## src/rtl/flr_responder.sv

```systemverilog
// FIM-side PCIe FLR responder. It queues FLR request pulses and drives a timed
// per-function reset for each one. It then waits for the port to drain and returns an in-order completion pulse.
module flr_responder #(
  parameter int FIFO_DEPTH    = 4,
  parameter int RST_CYCLES    = 16,
  parameter int DRAIN_TIMEOUT = 1024,
  parameter int PF_WIDTH      = 3,
  parameter int VF_WIDTH      = 11
) (
  input  logic                clk,
  input  logic                reset,
  input  logic                flr_req_valid,
  input  logic [PF_WIDTH-1:0] flr_req_pf,
  input  logic [VF_WIDTH-1:0] flr_req_vf,
  input  logic                flr_req_vf_active,
  output logic                flr_rsp_valid,
  output logic [PF_WIDTH-1:0] flr_rsp_pf,
  output logic [VF_WIDTH-1:0] flr_rsp_vf,
  output logic                flr_rsp_vf_active,
  output logic                func_rst_valid,
  output logic [PF_WIDTH-1:0] func_rst_pf,
  output logic [VF_WIDTH-1:0] func_rst_vf,
  output logic                func_rst_vf_active,
  input  logic                afu_quiesced,
  output logic                busy,
  output logic                err_overflow,
  output logic                err_timeout,
  input  logic                err_clr
);
  // Handshake: flr_req_valid is a one-cycle pulse with no ready. A request that
  // meets a full queue with no pop in the same cycle is lost and flagged.
  // flr_rsp_valid is likewise a one-cycle pulse with no back-pressure.

  localparam int ID_W    = 1 + PF_WIDTH + VF_WIDTH;
  localparam int PTR_W   = $clog2(FIFO_DEPTH);
  localparam int CNT_MAX = (RST_CYCLES > DRAIN_TIMEOUT) ? RST_CYCLES : DRAIN_TIMEOUT;
  localparam int CNT_W   = $clog2(CNT_MAX + 1);

  localparam logic [CNT_W-1:0] RST_LAST   = CNT_W'(RST_CYCLES - 1);
  localparam logic [CNT_W-1:0] DRAIN_LAST = CNT_W'(DRAIN_TIMEOUT);
  localparam logic [CNT_W-1:0] CNT_LAST   = CNT_W'(CNT_MAX);
  localparam logic [PTR_W:0]   DEPTH      = (PTR_W + 1)'(FIFO_DEPTH);

  typedef enum logic [1:0] {
    S_IDLE    = 2'd0,
    S_ASSERT  = 2'd1,
    S_DRAIN   = 2'd2,
    S_RESPOND = 2'd3
  } state_t;

  state_t state, state_next;

  logic [ID_W-1:0]  fifo_mem [FIFO_DEPTH];
  logic [PTR_W-1:0] wr_ptr, rd_ptr;
  logic [PTR_W:0]   fifo_count, fifo_count_next;
  logic             fifo_full, fifo_empty;
  logic             push, pop, drop;
  logic [ID_W-1:0]  req_id, head_id;

  logic [CNT_W-1:0] cnt;
  logic [ID_W-1:0]  cur_id, cur_id_next;
  logic             timeout_hit;

  logic             rst_valid_d, rsp_valid_d, busy_d;
  logic [ID_W-1:0]  rst_id_d, rsp_id_d;

  // Queue of pending function IDs
  assign req_id     = {flr_req_vf_active, flr_req_pf, flr_req_vf};
  assign head_id    = fifo_mem[rd_ptr];
  assign fifo_full  = (fifo_count == DEPTH);
  assign fifo_empty = (fifo_count == '0);
  assign pop        = (state == S_IDLE) && !fifo_empty;
  assign push       = flr_req_valid && (!fifo_full || pop);
  assign drop       = flr_req_valid && fifo_full && !pop;

  always_comb begin
    fifo_count_next = fifo_count;
    if (push && !pop) begin
      fifo_count_next = fifo_count + 1'b1;
    end else if (pop && !push) begin
      fifo_count_next = fifo_count - 1'b1;
    end
  end

  always_ff @(posedge clk) begin
    if (push) begin
      fifo_mem[wr_ptr] <= req_id;
    end
  end

  always_ff @(posedge clk) begin
    if (reset) begin
      wr_ptr     <= '0;
      rd_ptr     <= '0;
      fifo_count <= '0;
    end else begin
      if (push) wr_ptr <= wr_ptr + 1'b1;
      if (pop)  rd_ptr <= rd_ptr + 1'b1;
      fifo_count <= fifo_count_next;
    end
  end

  // FSM: state register
  always_ff @(posedge clk) begin
    if (reset) begin
      state <= S_IDLE;
    end else begin
      state <= state_next;
    end
  end

  // FSM: next state. In DRAIN the counter is 0 in the first cycle, so the
  // forced response comes DRAIN_TIMEOUT cycles after that first drain cycle.
  always_comb begin
    state_next = state;
    case (state)
      S_IDLE:    if (!fifo_empty) state_next = S_ASSERT;
      S_ASSERT:  if (cnt == RST_LAST) state_next = S_DRAIN;
      S_DRAIN:   if (afu_quiesced || (cnt == DRAIN_LAST)) state_next = S_RESPOND;
      S_RESPOND: state_next = S_IDLE;
      default:   state_next = S_IDLE;
    endcase
  end

  // Quiesce wins over a coincident timeout
  assign timeout_hit = (state == S_DRAIN) && !afu_quiesced && (cnt == DRAIN_LAST);
  assign cur_id_next = pop ? head_id : cur_id;

  always_ff @(posedge clk) begin
    if (reset || (state_next != state)) begin
      cnt <= '0;
    end else if (((state == S_ASSERT) || (state == S_DRAIN)) && (cnt != CNT_LAST)) begin
      cnt <= cnt + 1'b1;
    end
  end

  always_ff @(posedge clk) begin
    if (reset) begin
      cur_id <= '0;
    end else begin
      cur_id <= cur_id_next;
    end
  end

  // FSM: outputs, computed from the next state so the registered copies line
  // up with the state they describe
  always_comb begin
    rst_valid_d = (state_next == S_ASSERT);
    rsp_valid_d = (state_next == S_RESPOND);
    rst_id_d    = rst_valid_d ? cur_id_next : '0;
    rsp_id_d    = rsp_valid_d ? cur_id : '0;
    busy_d      = (state_next != S_IDLE) || (fifo_count_next != '0);
  end

  always_ff @(posedge clk) begin
    if (reset) begin
      func_rst_valid <= 1'b0;
      {func_rst_vf_active, func_rst_pf, func_rst_vf} <= '0;
      flr_rsp_valid  <= 1'b0;
      {flr_rsp_vf_active, flr_rsp_pf, flr_rsp_vf} <= '0;
      busy           <= 1'b0;
    end else begin
      func_rst_valid <= rst_valid_d;
      {func_rst_vf_active, func_rst_pf, func_rst_vf} <= rst_id_d;
      flr_rsp_valid  <= rsp_valid_d;
      {flr_rsp_vf_active, flr_rsp_pf, flr_rsp_vf} <= rsp_id_d;
      busy           <= busy_d;
    end
  end

  // Sticky errors; a new event beats a simultaneous clear
  always_ff @(posedge clk) begin
    if (reset) begin
      err_overflow <= 1'b0;
      err_timeout  <= 1'b0;
    end else begin
      if (drop)         err_overflow <= 1'b1;
      else if (err_clr) err_overflow <= 1'b0;
      if (timeout_hit)  err_timeout  <= 1'b1;
      else if (err_clr) err_timeout  <= 1'b0;
    end
  end

endmodule

```

## config.mk

```make
export PLATFORM = sky130hd
export DESIGN_NAME = flr_responder
export DESIGN_NICKNAME = d
export VERILOG_FILES = /design/src/rtl/flr_responder.sv
export SDC_FILE = /design/constraint.sdc
export NUM_CORES = 1
export LEC_CHECK = 0
export ABC_AREA = 0
export CAP_MARGIN = 20
export CORE_MARGIN = 3
export CORE_UTILIZATION = 50
export CTS_CLUSTER_DIAMETER = 40
export DETAILED_ROUTE_END_ITERATION = 8
export PLACE_DENSITY = 0.83
export SLEW_MARGIN = 15
export SYNTH_ARGS = -nofsm -noshare
export SYNTH_HDL_FRONTEND = slang
export SYNTH_SLANG_ARGS = --single-unit
```

## constraint.sdc

```tcl
create_clock -name clk -period 2.7 [get_ports clk]
set_clock_uncertainty 0.1 [all_clocks]
set_input_delay 0.54 -clock clk [delete_from_list [all_inputs] [get_ports clk]]
set_output_delay 0.54 -clock clk [all_outputs]
set_load 0.02 [all_outputs]
```

==> results of run 1 <==
[cells in the final DEF, fill, tap and decap left out, types with 10 or more instances in the layout]
cell type and instances:
mux2i_1 17, ha_1 13, dfxtp_1 72, nor2_1 57
nand2_1 10, edfxtp_1 60, inv_1 13, clkdlybuf4s50_1 54
mux4_2 15, xor2_1 11, and2_1 20, clkbuf_16 16
[cells by family after synthesis]
kind of cell	Yosys count
AOI/OAI and AO/OA	32
DFF	132
adders and majority gates	13
muxes	32
and+or+nand+nor	112
xor gates and xnor gates	15
buffers and inverters	27
[where the power goes]
group          internal (mW)  switching, mW  total [mW]
sequential              2.40          0.159        2.55
combinational          0.696          0.855        1.55
clock                   1.32          0.856        2.18
total                   4.42           1.87        6.29
[critical path, cell delays in order, from the launching register on]
cell      delay (ps)
dfxtp_1          330
inv_1            120
ha_1             160
nor4bb_1         340
nand3_2          180
o21ai_1          260
o211a_1          480
and2_1           200
[cell type report]
cell class / count / area (µm²) / area share (%)
Sequential cell: 132 / 3243 / 52.29
Multi-Input combinational cell: 204 / 1580 / 25.48
Timing Repair Buffer: 62 / 600.6 / 9.683
Clock buffer: 18 / 417.9 / 6.738
Tap cell: 129 / 161.4 / 2.602
Clock inverter: 14 / 150.1 / 2.421
Inverter: 13 / 48.80 / 0.7868
[how the worst max path moves through the flow]
| stage | start | endpoint | cells after the start |
|---|---|---|---|
| 6_report | cnt[0]$_SDFFE_PP0P_ | flr_rsp_vf[10]$_SDFF_PP0_ | 7 |
| 5_1_grt | cnt[0]$_SDFFE_PP0P_ | flr_rsp_vf[2]$_SDFF_PP0_ | 7 |
| 4_1_cts | cnt[0]$_SDFFE_PP0P_ | flr_rsp_vf[10]$_SDFF_PP0_ | 7 |
| 3_5_place_dp | flr_req_valid | busy$_SDFF_PP0_ | 6 |
| 3_3_place_gp | flr_req_valid | busy$_SDFF_PP0_ | 6 |
| 2_1_floorplan | state[0]$_SDFF_PP0_ | fifo_mem[0][0]$_DFFE_PP_ | 6 |
[metrics by stage]
stage | cells | setup WS (ps)
4_1_cts | 572 | 470.4
2_1_floorplan | 363 | 575.0
5_1_grt | 572 | 262.1
3_5_place_dp | 540 | 243.1
3_3_place_gp | 540 | 330.7
6_report | 572 | 477.9
[sequential cells by signal, summed over array words and instances (netlist names), 3 cells and up, named ones only]
name,count
flr_rsp_pf,3
fifo_count,3
cnt,11
flr_rsp_vf,11
func_rst_pf,3
fifo_mem,60
cur_id,15
func_rst_vf,11
[layer usage]
layer | track usage, % | vias to the layer above | share of wire, %
li1 | - | 1424 | -
met5 | 0 | - | 0
met4 | 7.216 | 0 | 1.9
met2 | 30.33 | 71 | 51
met3 | 4.960 | 18 | 3.7
met1 | 21.87 | 1448 | 43
==> impl_metrics.toml, run 1 <==
[detailed_routing]
finalWirelength_mm = 9.165
drc = 0
drt-initial-drc-count = 155
viasPerCell = 5.177
vias = 2961
first_pass_iters = 4
detail-route-antenna-nets = 0
wl_per_cell_um = 16.02

[clock_network]
cts-root-buf = "clkbuf_8"
cts_buffers = 17
htreeDepth = 4
tritoncts = "yes"
clkTransAtPathRegs_ps = 60
cts-hold-fix-buffers = 0
clk_latency_ps = 520
clkSinkCount = 132
post_cts_buffers = 0
ctsLongestPathBuffers = 2
cts_resized = 0

[sta]
fmax_ghz = 0.4500
finalSetupTns_ps = 0
fin_crit_sh_pct = 82.30
setup_viol = 0
slew_viol_final = 0
hold_slack_ps = 350.9
min_period_ps = 2222
hold_viol = 0
rsz0062_at_grt = "false"
slew-limit-headroom_pct = 49.45
worst_pin_slew_ps = 757.3

[final_layout]
fill_cells = 650
utilization_pct = 65.87
nets = 463
num_antenna_cells = 0
final_area_um2 = 6202
synthToLayoutAreaGrowth_pct = 25.24
drive_gt1_share_pct = 13.09

[synthesis]
synth_cell_types = 46
synth.most_common_cell = "dfxtp_1"
synth-adder-area-share_pct = 3.284
syn_area_um2 = 4952
synth_largest_area_cell = "edfxtp_1"
synth_area_leaders = "edfxtp_1 36%, dfxtp_1 29%, mux4_2 6.8%"
synth_edf_count = 60
synth_top_area_share_pct = 36.38
synth_compound_area_share_pct = 4.497
yosysSeqAreaShare_pct = 65.49
muxShareOfSynthArea_pct = 10.26
synth_warnings = 0
syn_inst = 363
synth_ff_type = "dfxtp_1"
synthSimpleGateAreaFrac_pct = 11.22
synthArstFlopShare_pct = 0
syn_area_per_cell_um2 = 13.64
synth_xor_area_share_pct = 2.653
ys_ff_latch = 132
synth_top_cells_by_count = "72 x dfxtp_1, 60 x edfxtp_1, 57 x nor2_1"
synth_nets = 396
synth_top_family_by_area = "simple AND/OR/NAND/NOR gates"

[power_and_ir_drop]
pwr_density_cell_nw_per_um2 = 1014
peakVddDrop_mv = 0.6111
p_leak_nw = 2.326
p_total_mw = 6.286

[grt]
grt_usage_pct = 17.97
grt_pass1_wl_mm = 15.42
grt_max_degree = 28
overflow = 0
grt_pass1_vias = 3080
antenna_found_initial = 0

[die]
core_um2 = 9415
die_w_um = 105.5
rows = 35
ios = 55
floorplan.die.height_um = 105.5
start_util_pct = 52.60
dieArea_um2 = 11130

[run]
drv_cap = 0

[worst_hold_path]
holdPathStages = 1
worstHoldStart = "cur_id[12]$_SDFF_PP0_"
hp-class = "reg2reg"
hold_path_end = "flr_rsp_pf[1]$_SDFF_PP0_"

[worst_setup_path]
crit_type = "reg2reg"
crit_arrival_ps = 2580
r2r_cells = 7
r2r_slack_ps = 480
crit_fanout = 16
cp-start-kind = "flip-flop"
endpoint_kind = "flip-flop"
r2r-end = "flr_rsp_vf[10]$_SDFF_PP0_"
timing.rr.start = "cnt[0]$_SDFFE_PP0P_"
cp.required_ps = 3050

[outcome]
status = "completed"

[placement]
io_buffers = 54
dp_hpwl_mm = 6.016
placed_area_um2 = 5634
gp_congestion = 0.8072
No activity file was read; power rests on OpenSTA's default activity.
==> run 2, diff against run 1 <==
Clock period 2.7 ns to 2.3 ns, I/O delays scaled along.
==> run 2 against run 1 <==
  * Total power up 19%
  * First-iteration DRC count up 4.5%
  * Maximum frequency up 5.4%
  * Sequential share of layout area down 0.99 points
  * Die area unchanged
  * Combinational power up 26%
  * Final cell count up 0.70%
  * Via count up 0.98%
  * Critical path depth unchanged
  * Flip-flop and latch count unchanged
  * Sequential power up 17%
  * Global-route usage up 0.60 points
==> impl_metrics.toml, run 2 (same netlist as run 1, synthesis figures left out) <==
[outcome]
status = "completed"

[final_layout]
reg_top3 = "fifo_mem x60, cur_id x15"
largest_register_ffs = 60
fill_cells = 627
num_antenna_cells = 0
synthToLayoutAreaGrowth_pct = 27.67
layout_common_cells = "72 x dfxtp_1, 60 x edfxtp_1, 57 x nor2_1"
nets = 467
drive_gt1_share_pct = 14.09
top_register = "fifo_mem"
final_common_cell = "dfxtp_1"

[die]
ios = 55
dieArea_um2 = 11130
rows = 35
core_um2 = 9415
die_w_um = 105.5
floorplan.die.height_um = 105.5
start_util_pct = 52.60

[detailed_routing]
viasPerCell = 5.191
wl_per_cell_um = 17.09
detail-route-antenna-nets = 0
vias = 2990
first_pass_iters = 4
drc = 0
drt-initial-drc-count = 162
finalWirelength_mm = 9.844

[sta]
worst_pin_slew_ps = 475.5
fin_crit_sh_pct = 91.68
fmax_ghz = 0.4742
setup_viol = 0
rsz0062_at_grt = "false"
finalSetupTns_ps = 0
hold_slack_ps = 351.2
hold_viol = 0
slew-limit-headroom_pct = 68.06
worst_slack_ps = 191.3
min_period_ps = 2109
slew_viol_final = 0

[worst_hold_path]
worstHoldStart = "cur_id[12]$_SDFF_PP0_"
hold_path_end = "flr_rsp_pf[1]$_SDFF_PP0_"
holdPathStages = 1
hp-class = "reg2reg"

[clock_network]
cts-hold-fix-buffers = 0
htreeDepth = 4
cts_resized = 0
clkTransAtPathRegs_ps = 60
tritoncts = "yes"
cts_buffers = 17
post_cts_buffers = 0
cts-root-buf = "clkbuf_8"
ctsLongestPathBuffers = 2
clk_latency_ps = 500
clkSinkCount = 132

[worst_setup_path]
cp-start-kind = "flip-flop"
crit_fanout = 16
cp.required_ps = 2630
r2r_cells = 7
r2r_slack_ps = 190
crit_type = "reg2reg"
crit_arrival_ps = 2440
timing.rr.start = "cnt[0]$_SDFFE_PP0P_"
endpoint_kind = "flip-flop"
r2r-end = "func_rst_vf[9]$_SDFF_PP0_"

[grt]
grt_usage_pct = 18.57
grt_max_degree = 28
antenna_found_initial = 0
grt_pass1_wl_mm = 15.80
overflow = 0
grt_pass1_vias = 3064

[placement]
io_buffers = 54
pre_cts_slack_ps = 161.7
gp_congestion = 0.8231
dp_hpwl_mm = 6.460

[power_and_ir_drop]
p_leak_nw = 2.363
p_total_mw = 7.489
pwr_density_cell_nw_per_um2 = 1185
peakVddDrop_mv = 0.5791

[run]
drv_cap = 0
## run 2: routing by layer
layer	global-route usage [%]	vias to the layer above	share of wire, %
li1	-	1434	-
met1	21.71	1467	40
met2	33.33	79	54
met3	4.838	10	4.2
met4	5.828	0	1.0
met5	0	-	0
## run 2: worst max path at each step
stage                                     end                 from  cells past startpoint  slack (ps)
floorplan            fifo_mem[0][0]$_DFFE_PP_  state[0]$_SDFF_PP0_                      6         180
CTS                           busy$_SDFF_PP0_  state[0]$_SDFF_PP0_                      8         140
finish              func_rst_vf[9]$_SDFF_PP0_  cnt[0]$_SDFFE_PP0P_                      7         190
global route         flr_rsp_vf[2]$_SDFF_PP0_  cnt[0]$_SDFFE_PP0P_                      8          20
detailed placement  func_rst_vf[0]$_SDFF_PP0_         afu_quiesced                      6         160
global placement     fifo_mem[1][8]$_DFFE_PP_        flr_req_valid                      5         170
## run 2: layout make-up
cell class | count | area, µm² | area share, %
Tap cell | 129 | 161.4 | 2.553
Timing Repair Buffer | 66 | 705.7 | 11.16
Clock inverter | 9 | 92.59 | 1.464
Sequential cell | 132 | 3243 | 51.30
Inverter | 13 | 48.80 | 0.7718
Clock buffer | 23 | 479.2 | 7.580
Multi-Input combinational cell | 204 | 1592 | 25.17
## run 2: critical path, cell delays in order (launching register included)
cell	delay (ps)
dfxtp_1	330
inv_1	110
ha_1	160
nor4bb_1	370
nand3_2	180
o21a_1	200
a211o_2	430
nor2_1	160
## run 2: stage by stage
step	util [%]	cells	instance area, µm²
after floorplan	-	363	4952
after global placement	60.96	544	5739
after detailed placement	60.96	544	5739
after CTS	67.03	576	6311
after global routing	67.15	576	6322
final	67.15	576	6322
## run 2: where the power goes
group | switching, mW | internal (mW) | total [mW]
Sequential | 0.175 | 2.81 | 2.99
Combinational | 1.07 | 0.891 | 1.96
Clock | 0.969 | 1.57 | 2.54
Total | 2.21 | 5.28 | 7.49
==> run 3, diff against run 2 <==
Settings changed: ABC_AREA 0 to default.
==> results of run 3 <==
Same layout as run 2: the final DEF is identical, and so are final timing and power.
